==> src/rtl/dct_da_sequencer.sv <==
// Sequencer for the 8-point bit-serial distributed-arithmetic DCT units.
// Optional stall counter: define DCT_SEQ_STALL_CNT_EN to build it.
module dct_da_sequencer #(
    parameter int SAMPLE_W = 8,
    parameter int N_PTS    = 8,
    parameter int COEF_W   = 18
) (
    input  logic                        clk,
    input  logic                        reset,
    input  logic [SAMPLE_W-1:0]         in_data,
    input  logic                        in_valid,
    output logic                        in_ready,
    output logic [N_PTS*SAMPLE_W-1:0]   x_par,
    output logic                        dp_load,
    output logic                        dp_acc_clr,
    output logic                        dp_shift,
    output logic                        dp_sign,
    output logic                        dp_cs,
    input  logic [N_PTS*COEF_W-1:0]     coef_in,
    output logic [COEF_W-1:0]           out_coef,
    output logic [2:0]                  out_idx,
    output logic                        out_last,
    output logic                        out_valid,
    input  logic                        out_ready,
    output logic                        busy,
    output logic [15:0]                 stall_cnt
);

    typedef enum logic [2:0] {
        S_IDLE,
        S_LOAD,
        S_SHIFT,
        S_WAIT,
        S_CAPT
    } state_t;

    localparam logic [2:0] LAST_BIT = 3'(SAMPLE_W - 1);

    state_t state;
    state_t state_nx;

    logic [N_PTS*SAMPLE_W-1:0] bank [2];
    logic [1:0]                bank_full;
    logic                      fill_sel;
    logic                      comp_sel;
    logic [2:0]                fill_ptr;
    logic [2:0]                bit_cnt;

    logic [N_PTS*COEF_W-1:0]   ob_data;
    logic                      ob_full;
    logic [2:0]                out_cnt;

    logic accept;
    logic fill_done;
    logic have_block;
    logic out_fire;
    logic ob_free;

    assign in_ready   = ~reset & ~bank_full[fill_sel];
    assign accept     = in_valid & in_ready;
    assign fill_done  = accept & (fill_ptr == 3'd7);
    // A bank completing this cycle counts, so LOAD follows the 8th accept directly
    assign have_block = bank_full[comp_sel]
                      | (fill_done & (fill_sel == comp_sel));
    assign out_fire   = ob_full & out_ready;
    // Output bank becomes free in the same cycle as its last handshake
    assign ob_free    = ~ob_full | (out_fire & (out_cnt == 3'd7));

    assign x_par     = bank[comp_sel];
    assign out_valid = ob_full;
    assign out_idx   = out_cnt;
    assign out_last  = ob_full & (out_cnt == 3'd7);
    assign out_coef  = ob_full ? ob_data[out_cnt*COEF_W +: COEF_W] : '0;
    assign busy      = (state != S_IDLE) | ob_full;

    // Ping-pong input banks: fill one while the other feeds the shifters
    always_ff @(posedge clk) begin
        if (reset) begin
            bank[0]   <= '0;
            bank[1]   <= '0;
            bank_full <= 2'b00;
            fill_sel  <= 1'b0;
            comp_sel  <= 1'b0;
            fill_ptr  <= 3'd0;
        end else begin
            if (accept) begin
                bank[fill_sel][fill_ptr*SAMPLE_W +: SAMPLE_W] <= in_data;
                fill_ptr <= fill_ptr + 3'd1;
                if (fill_done) begin
                    bank_full[fill_sel] <= 1'b1;
                    fill_sel            <= ~fill_sel;
                end
            end
            if (state == S_LOAD) begin
                bank_full[comp_sel] <= 1'b0;
                comp_sel            <= ~comp_sel;
            end
        end
    end

    // FSM state register
    always_ff @(posedge clk) begin
        if (reset) begin
            state <= S_IDLE;
        end else begin
            state <= state_nx;
        end
    end

    // Next-state and datapath control decode
    always_comb begin
        state_nx   = state;
        dp_load    = 1'b0;
        dp_acc_clr = 1'b0;
        dp_shift   = 1'b0;
        dp_sign    = 1'b0;
        dp_cs      = 1'b0;
        case (state)
            S_IDLE: begin
                if (have_block) state_nx = S_LOAD;
            end
            S_LOAD: begin
                dp_load    = 1'b1;
                dp_acc_clr = 1'b1;
                dp_cs      = 1'b1;
                state_nx   = S_SHIFT;
            end
            S_SHIFT: begin
                dp_shift = 1'b1;
                dp_cs    = 1'b1;
                dp_sign  = (bit_cnt == LAST_BIT);
                if (bit_cnt == LAST_BIT) begin
                    state_nx = ob_free ? S_CAPT : S_WAIT;
                end
            end
            S_WAIT: begin
                if (ob_free) state_nx = S_CAPT;
            end
            S_CAPT: begin
                state_nx = have_block ? S_LOAD : S_IDLE;
            end
            default: state_nx = S_IDLE;
        endcase
    end

    // Serial bit counter for the shift pass
    always_ff @(posedge clk) begin
        if (reset) begin
            bit_cnt <= 3'd0;
        end else if (state == S_LOAD) begin
            bit_cnt <= 3'd0;
        end else if (state == S_SHIFT) begin
            bit_cnt <= bit_cnt + 3'd1;
        end
    end

    // Output bank: capture all coefficients, then hand them out one per handshake
    always_ff @(posedge clk) begin
        if (reset) begin
            ob_data <= '0;
            ob_full <= 1'b0;
            out_cnt <= 3'd0;
        end else if (state == S_CAPT) begin
            ob_data <= coef_in;
            ob_full <= 1'b1;
            out_cnt <= 3'd0;
        end else if (out_fire) begin
            out_cnt <= out_cnt + 3'd1;
            if (out_cnt == 3'd7) ob_full <= 1'b0;
        end
    end

`ifdef DCT_SEQ_STALL_CNT_EN
    logic [15:0] stall_q;

    // Saturating count of cycles held back by a busy output bank
    always_ff @(posedge clk) begin
        if (reset) begin
            stall_q <= 16'h0;
        end else if (state == S_WAIT && stall_q != 16'hFFFF) begin
            stall_q <= stall_q + 16'h1;
        end
    end

    assign stall_cnt = stall_q;
`else
    assign stall_cnt = 16'h0;
`endif

endmodule
==> config.mk <==
export PLATFORM = sky130hd
export DESIGN_NAME = dct_da_sequencer
export DESIGN_NICKNAME = d
export VERILOG_FILES = /design/src/rtl/dct_da_sequencer.sv
export SDC_FILE = /design/constraint.sdc
export NUM_CORES = 1
export LEC_CHECK = 0
export ABC_AREA = 1
export ABC_CLOCK_PERIOD_IN_PS = 2900
export CAP_MARGIN = 25
export CORE_UTILIZATION = 50
export DETAILED_ROUTE_END_ITERATION = 8
export HOLD_SLACK_MARGIN = 0.05
export PLACE_DENSITY = 0.89
export SYNTH_ARGS = -nofsm -noshare
export SYNTH_HDL_FRONTEND = slang
export SYNTH_SLANG_ARGS = --single-unit
export TNS_END_PERCENT = 100
==> constraint.sdc <==
create_clock -name clk -period 2.9 [get_ports clk]
set_input_delay 0.58 -clock clk [delete_from_list [all_inputs] [get_ports clk]]
set_output_delay 0.58 -clock clk [all_outputs]
set_load 0.005 [all_outputs]
==> flow_summary.toml, run 1 <==
[power_and_ir_drop]
switchingPower_w = 0.00211
p_comb_share_pct = 11.8
switching_share_pct = 22.5
p_leak_nw = 6.94
power_frac_clock_pct = 41.4
power_density_nw_per_um2 = 554
max-vdd-ir-drop_uv = 431
seq_power_share_pct = 46.8
p_int_w = 0.00724

[global_routing]
gr-total-overflow = 0
grt_max_degree = 167
grt_pass1_wl_um = 57700
grt_pass1_vias = 10800
antenna_found_initial = 0
track_usage_pct = 28.2

[sta]
worst_pin_slew_ps = 834
drv_slew = 0
rsz0062_at_grt = "yes"
fin_ws_ps = -28.2
fin_skew_ps = 7.59
final-setup-viol-count = 2
timing.final.crit_share_pct = 101
period_needed_ps = 2930
fmax_mhz = 342
hold_viol = 0
holdWs_ps = 479
slew_headroom_pct = 44.4

[cts]
clock_sinks = 290
cts_tree = "done"
cts_buffers = 29
htreeDepth = 1
cts-root-buf = "clkbuf_16"
path_clk_slew_ps = 60
clock_latency_ps = 550
cts_hold_buf = 0
clockBufferDepth = 3

[synth]
synth-edff-count = 128
ys_ff_latch = 290
synth_top_area_cell = "edfxtp_1"
async_reset_ff_share_pct = 0
yosysWarnings = 0
ys.flop_type = "dfxtp_1"
syn_inst = 1455
avgSynthCellArea_um2 = 8.82
ys_types = 30
yosysTopAreaCellShare_pct = 30.0
seq_area_frac_synth_pct = 55.2
synth_area_leaders = "edfxtp_1 30%, dfxtp_1 25%, nor2_1 17%, o21ai_0 8.0%, mux2_2 5.6%"
syn_area_um2 = 12800

[placed_design]
place.gp.congestion = 1.00
dp.cells = 1969
portBuffers = 249
dp_hpwl_um = 25200

[die]
design.core.area_um2 = 25200
dieArea_um2 = 26300
placement_rows = 58
pin_count = 266
die_w_um = 162
start_util_pct = 51.0
chipHeight_um = 162

[critical_path]
path_class = "flip-flop to output pin"
r2r_start = "fill_ptr[1]"
startpoint = "out_idx[0]"
worstReg2RegEnd = "bank[1][39]"
crit_fanout = 8
crit_required_ps = 2320
crit_path_end_kind = "output pin"
r2r_setup_slack_ps = 340
critPathCapture = "out_coef[3]"
reg2regPathDepth = 7
worst_setup_path_start_kind = "flip-flop"
arrival_ps = 2350

[routing]
drt_first_pass_iters = 8
drc_errors = 0
drtAntennaViolNets = 0
vias = 11500
avgRoutedWirePerCell_um = 18.5
viasPerCell = 5.66
drt_wl_total_um = 37600
dr.first_iter.drc_count = 1442

[final_layout]
stdcell_count = 2031
area_growth_pct = 31.5
drive_above_1_share_pct = 11.8
finalNetCount = 1844
antenna_cells = 0

[run]
max_cap_viol_count = 0

[min_path]
whs_path_depth = 2
hp-class = "flip-flop to flip-flop"

[run_status]
violations = "negative setup slack"
status = "finished with violations"
## final cells by class
| class | count | area, um2 |
|---|---|---|
| fill | 1867 | 8310 |
| timing repair buffer | 287 | 2960 |
| multi-input combinational | 1035 | 5250 |
| clock inverter | 14 | 138 |
| inverter | 35 | 144 |
| clock buffer | 40 | 872 |
| tap | 330 | 413 |
| sequential | 290 | 7100 |
## synthesized netlist by cell type, types with 2 or more instances
library cell and instances:
nor2_2 3, clkbuf_1 56, nand3_2 2, dfxtp_1 162
a21oi_1 16, edfxtp_1 128, buf_2 26, nand3_1 38
nand2_1 49, ha_1 10, nor2_4 4, o21ai_0 204
inv_2 3, inv_1 31, a211oi_1 2, buf_4 19
buf_1 8, nand2_4 6, nand4_2 8, nor2_1 571
o32ai_1 36, mux2_2 64, nor3_1 2
## cell usage in the layout (no fill, tap or decap), types with 4 or more instances in the layout
cell type	Yosys	routed
buf_6	1	4
clkinv_2	0	6
conb_1	1	16
buf_12	0	5
dlygate4sd2_1	0	7
ha_1	10	10
clkdlybuf4s50_1	0	233
dlymetal6s2s_1	0	9
o21ai_0	204	200
nand4_2	8	8
mux2_2	64	64
nand3_1	38	38
nor2_4	4	5
nand2_4	6	6
buf_4	19	25
clkbuf_16	0	32
nor2_1	571	564
dfxtp_1	162	159
a21oi_1	16	16
clkbuf_8	0	4
nor2_2	3	9
nand2_1	49	49
inv_1	31	32
o32ai_2	0	10
edfxtp_1	128	128
o32ai_1	36	26
## power by group through the flow
stage,Sequential [W],Combinational [W],Clock [W]
floorplan,0.00445,0.000505,0
global placement,0.00446,0.00108,0
detailed placement,0.00446,0.00109,0
CTS,0.00437,0.00111,0.00390
global route,0.00438,0.00118,0.00407
finish,0.00437,0.00111,0.00387
## sequential cells by signal, summed over array words and instances, names as in the netlist, 2 cells and up, named ones only
name,flops
bit_cnt,3
fill_ptr,3
ob_data,144
state,3
bank,128
bank_full,2
out_idx,3
## per-stage QoR
stage	instance area, um2	TNS, ps	utilization (%)	total power [W]	worst slack [ps]
finish	16900	-52.8	67.0	0.00935	-28.2
global route	16900	-242	67.0	0.00963	-123
CTS	16800	-360	66.7	0.00938	-60.1
detailed placement	15600	0	61.8	0.00556	205
global placement	15500	0	61.7	0.00553	228
floorplan	12900	0	-	0.00495	609
## worst max-delay path, cell delays in order, from the launching register on
cell and delay, ps:
dfxtp_4 440, inv_8 70, buf_4 150, buf_4 160, nor2_1 90, o32ai_1 80, o21ai_0 280, nor2_2 80
clkdlybuf4s50_1 450
## routing by layer
metal,GRT usage [%],vias to the layer above,part of all wire [%]
met5,0,-,0
met3,5.18,119,10
met4,12.7,0,4.7
li1,-,5303,-
met2,48.8,746,49
met1,34.1,5336,36
## cell families (layout without fill, tap and decap cells)
kind of cell               count (synthesis)  count (layout)  synth area share (%)
and+or+nand+nor                          685             685                  21.8
buffers and inverters                    145             376                  5.11
AOI/OAI and AO/OA                        259             259                  11.2
xor gates and xnor gates                   1               1                0.0683
muxes                                     64              64                  5.62
DFF                                      290             290                  55.2
adders and majority gates                 10              10                 0.975
other                                      1              16                0.0292
## worst min-delay path by stage
| stage | end | slack [ps] | from |
|---|---|---|---|
| after floorplan | bank_full[0] | 450 | bank_full[0] |
| after global placement | bit_cnt[2] | 460 | bit_cnt[2] |
| after detailed placement | bank_full[1] | 470 | bank_full[1] |
| after CTS | bank_full[1] | 480 | bank_full[1] |
| after global routing | bit_cnt[1] | 520 | bit_cnt[1] |
| final | bank_full[1] | 480 | bank_full[1] |
## timing repair
item                                    4_1_cts  5_1_grt
cloned                                        3        0
buffers inserted                              5        0
resized for setup                            34       19
pin swaps                                    12        7
endpoints found under the setup margin       19       13
(Power assumes the default switching activity.)
==> run 2, diff against run 1 <==
Settings changed: GPL_TIMING_DRIVEN from default to 0.
==> run 2 against run 1 <==
  * Global-route usage up 1.6 points
  * Cell count grew 3.4%
  * Critical path type unchanged
  * Register-to-register slack worse by 140 ps
  * Clock skew increased by 0.63 ps
  * The flow still finishes with violations (negative setup slack)
==> flow_summary.toml, run 2 (synthesis results as in run 1) <==
[global_routing]
gr-total-overflow = 0
grt_pass1_vias = 11200
grt_max_degree = 15
track_usage_pct = 29.8
grt_use_met1_pct = 37.6
grt_pass1_wl_um = 60300
use_met3_pct = 4.37
antenna_found_initial = 1
grtUsageMet2_pct = 51.4
grt_busiest_layer = "met2"

[routing]
drt_first_pass_iters = 5
vias = 11700
viasPerCell = 5.56
drt_wl_total_um = 39300
avgRoutedWirePerCell_um = 18.7
dr.first_iter.drc_count = 1092
drtAntennaViolNets = 0
drc_errors = 0

[critical_path]
critPathCapture = "out_coef[11]"
r2r_setup_slack_ps = 200
path_class = "flip-flop to output pin"
arrival_ps = 2490
r2r_start = "fill_ptr[0]"
reg2regPathDepth = 8
startpoint = "out_idx[0]"
cpPeakStageDelay_ps = 530
path_cells = "buf_8, inv_8, clkbuf_4, nor2_1, o32ai_2, nor2_2, nor2_2, clkdlybuf4s50_1"
crit_path_end_kind = "output pin"
crit_cells = 8
cpLargestDelayFamily = "buffers and inverters"
worstReg2RegEnd = "bank[1][8]"
crit_fanout = 10
cpMostUsedCell = "nor2_2"
worst_setup_path_start_kind = "flip-flop"
cp_num_buf_inv = 4
crit_slowest_cell = "clkdlybuf4s50_1"
crit_required_ps = 2320

[cts]
clockBufferDepth = 3
cts-root-buf = "clkbuf_16"
cts_buffers = 28
clock_sinks = 290
path_clk_slew_ps = 70
cts_hold_buf = 0
cts_setup_buffers = 0
cts_tree = "done"
htreeDepth = 1
clock_latency_ps = 540

[sta]
fin_skew_ps = 8.22
drv_slew = 0
period_needed_ps = 3070
rsz0062_at_grt = "yes"
timing.final.crit_share_pct = 106
slew_headroom_pct = 58.9
fmax_mhz = 326
fin_tns_setup_ps = -336
worst_pin_slew_ps = 617
final-setup-viol-count = 2
fin_ws_ps = -171
hold_viol = 0

[final_layout]
layout_commonest_cell = "nor2_1"
reg.largest.list = "ob_data: 144 flops, bank: 128 flops"
regMostFlops = "ob_data"
stdcell_count = 2100
drive_above_1_share_pct = 13.6
antenna_cells = 0
design_area_um2 = 17000
area_growth_pct = 32.8
final_cell_mix = "555 x nor2_1, 233 x clkdlybuf4s50_1, 195 x o21ai_0, 159 x dfxtp_1, 128 x edfxtp_1"
finalNetCount = 1914
largest_register_ffs = 144

[run]
max_cap_viol_count = 0

[power_and_ir_drop]
p_comb_share_pct = 12.5
seq_power_share_pct = 47.3
power_density_nw_per_um2 = 543
power_frac_clock_pct = 40.2
switching_share_pct = 22.8
max-vdd-ir-drop_uv = 395
p_leak_nw = 7.00
p_int_w = 0.00715
switchingPower_w = 0.00211

[run_status]
status = "finished with violations"
violations = "negative setup slack"

[placed_design]
place_ws_ps = -175
dp.cells = 2049
placed_cell_area_um2 = 15800
portBuffers = 249
place.gp.congestion = 0.998
dp_hpwl_um = 29100

[die]
design.core.area_um2 = 25200
chipHeight_um = 162
placement_rows = 58
start_util_pct = 51.0
pin_count = 266
die_w_um = 162
dieArea_um2 = 26300

[min_path]
hp-class = "flip-flop to flip-flop"
## run 2: metal layers
| metal | wire (um) | share of wire [%] |
|---|---|---|
| met1 | 15100 | 38 |
| met2 | 19000 | 48 |
| met3 | 3690 | 9.4 |
| met4 | 1560 | 4.0 |
| met5 | 14 | 0.036 |
## run 2: worst min path at each step
stage / start / end / slack, ps / cells past startpoint
floorplan: bank_full[0] / bank_full[0] / 450 / 2
CTS: bank_full[1] / bank_full[1] / 490 / 2
global placement: bit_cnt[2] / bit_cnt[2] / 460 / 2
finish: bank_full[1] / bank_full[1] / 490 / 2
detailed placement: bank_full[1] / bank_full[1] / 470 / 2
global route: bank_full[1] / bank_full[1] / 510 / 2
## run 2: area by class of cell
type | instances | area (um2)
plain buffers | 109 | 632
clock buffers | 34 | 744
repair buffers | 249 | 2490
multi-input cells | 1035 | 5350
clock inverters | 18 | 186
fillers | 1856 | 8140
flip-flops and latches | 290 | 7090
well taps | 330 | 413
inverters | 35 | 139
## run 2: metrics by stage
step / hold WS (ps) / utilization (%) / total power [W]
floorplan: 446 / - / 0.00495
finish: 490 / 67.7 / 0.00925
global placement: 456 / 62.7 / 0.00558
detailed placement: 473 / 62.7 / 0.00561
CTS: 485 / 67.3 / 0.00925
global route: 511 / 67.7 / 0.00951
## run 2: tightest hold or removal path: cells and delay by family (launching register included)
family | cells | cell delay, ps
AO/OA/AOI/OAI | 1 | 60
buffers and inverters | 1 | 60
flip-flops | 1 | 320
## run 2: power by group through the flow
stage | Clock [W] | Combinational (W) | Sequential [W]
floorplan | 0 | 0.000505 | 0.00445
global placement | 0 | 0.00113 | 0.00445
detailed placement | 0 | 0.00115 | 0.00446
CTS | 0.00372 | 0.00115 | 0.00438
global route | 0.00390 | 0.00123 | 0.00439
finish | 0.00372 | 0.00116 | 0.00438
## run 2: what timing repair did
item                                   CTS  global route
setup endpoints to repair               78            75
pin swaps                               15            10
resized for setup                       97            31
endpoints found under the hold margin    0             0
==> run 3, diff against run 2 <==
Settings changed: SKIP_CTS_REPAIR_TIMING from default to 1.
==> run 3 against run 2 <==
  * The flow still finishes with violations (negative setup slack)
  * Critical path type unchanged
  * Clock skew rose by 4.5 ps
  * Sequential share of layout area barely moved
  * Via count barely moved
  * Utilization barely moved
  * Largest cell class unchanged
  * Sequential power barely moved
  * Cell count barely moved
  * Clock power barely moved
  * Fmax fell by 1.5%
  * Register-to-register slack barely moved
  * Critical path depth did not move
  * First-iteration DRC count fell by 1.2%
  * Non-clock buffer count did not move
==> flow_summary.toml, run 3 (synthesis results as in run 1) <==
[run_status]
violations = "negative setup slack"
status = "finished with violations"

[final_layout]
area_growth_pct = 32.8
largest_register_ffs = 144
reg.largest.list = "ob_data: 144 flops, bank: 128 flops"
layout_commonest_cell = "nor2_1"
finalNetCount = 1914
regMostFlops = "ob_data"
design_area_um2 = 17000
final_cell_mix = "558 x nor2_1, 235 x clkdlybuf4s50_1, 198 x o21ai_0, 159 x dfxtp_1, 128 x edfxtp_1"
drive_above_1_share_pct = 13.0

[cts]
htreeDepth = 1
clock_sinks = 290
cts_buffers = 28
clock_latency_ps = 540
cts-root-buf = "clkbuf_16"
cts_tree = "done"
clockBufferDepth = 3
path_clk_slew_ps = 70

[routing]
dr_wl_met3_um = 3680
avgRoutedWirePerCell_um = 18.8
drt_first_pass_iters = 6
dr.first_iter.drc_count = 1079
wl_met2_um = 19200
drc_errors = 0
vias = 11700
drt_wl_total_um = 39500
routed.top_layer = "met5"
viasPerCell = 5.55
met1Wirelength_um = 15200
drtAntennaViolNets = 0

[global_routing]
track_usage_pct = 29.5
antenna_found_initial = 1
grt_pass1_wl_um = 59700
gr-total-overflow = 0
grt_max_degree = 15
grt_pass1_vias = 11100

[critical_path]
worst_setup_path_start_kind = "flip-flop"
reg2regPathDepth = 8
arrival_ps = 2540
r2r_setup_slack_ps = 200
r2r_start = "fill_ptr[0]"
crit_fanout = 10
crit_path_end_kind = "output pin"
worstReg2RegEnd = "bank[1][8]"
path_class = "flip-flop to output pin"
startpoint = "out_idx[0]"
crit_required_ps = 2320

[sta]
drv_slew = 0
period_needed_ps = 3120
final-setup-viol-count = 4
fmax_mhz = 321
hold_viol = 0
holdWs_ps = 491
fin_ws_ps = -218
rsz0062_at_grt = "yes"
slew_headroom_pct = 59.1
fin_tns_setup_ps = -761
fin_skew_ps = 12.7
worst_pin_slew_ps = 613
timing.final.crit_share_pct = 108

[die]
placement_rows = 58
die_w_um = 162
dieArea_um2 = 26300
pin_count = 266
start_util_pct = 51.0
design.core.area_um2 = 25200
chipHeight_um = 162

[power_and_ir_drop]
max-vdd-ir-drop_uv = 395
power_density_nw_per_um2 = 542
p_leak_nw = 7.11

[min_path]
worstHoldStart = "bank_full[0]"
hp-class = "flip-flop to flip-flop"
min_to = "bank_full[0]"
whs_path_depth = 2

[placed_design]
dp_hpwl_um = 29100
placed_cell_area_um2 = 15800
portBuffers = 249
place.gp.congestion = 0.998

[run]
max_cap_viol_count = 0
==> run 3: through the flow <==
stage,power (W),instances,worst slack (ps),util (%)
floorplan,0.00495,1470,609,-
global placement,0.00558,2049,-201,62.7
detailed placement,0.00561,2049,-175,62.7
CTS,0.00925,2101,-790,66.4
global route,0.00951,2100,-288,67.7
finish,0.00925,2101,-218,67.7
==> run 3: routing by layer <==
metal | track usage [%] | up-vias
met5 | 0 | -
met4 | 11.9 | 2
met3 | 4.49 | 80
met2 | 50.6 | 699
met1 | 37.3 | 5439
li1 | - | 5444
==> run 3: area by class of cell <==
cell class                      count  area [um2]
Antenna cell                        1        2.50
Buffer                            109         628
Clock buffer                       34         744
Clock inverter                     18         186
Fill cell                        1865        8140
Inverter                           35         139
Multi-Input combinational cell   1035        5310
Sequential cell                   290        7090
Tap cell                          330         413
Timing Repair Buffer              249        2530
==> run 3: power by group <==
part	internal [W]	switching [W]
combinational	0.000632	0.000523
sequential	0.00434	0.0000415
clock	0.00217	0.00154
==> run 3: worst max path at each step <==
stage,end,slack (ps),depth (start not counted)
CTS,out_coef[13],-790,8
global route,out_coef[7],-290,8
finish,out_coef[9],-220,8
global placement,out_coef[13],-200,8
floorplan,bank[0][10],610,8
detailed placement,out_coef[13],-170,8
==> run 3: worst max-delay path, cell delays in order (launching register included) <==
cell and delay, ps:
dfxtp_4 380, buf_8 160, inv_8 110, buf_6 140
nor2_1 50, o32ai_1 250, o21ai_0 160, nor2_2 200
clkdlybuf4s50_1 540
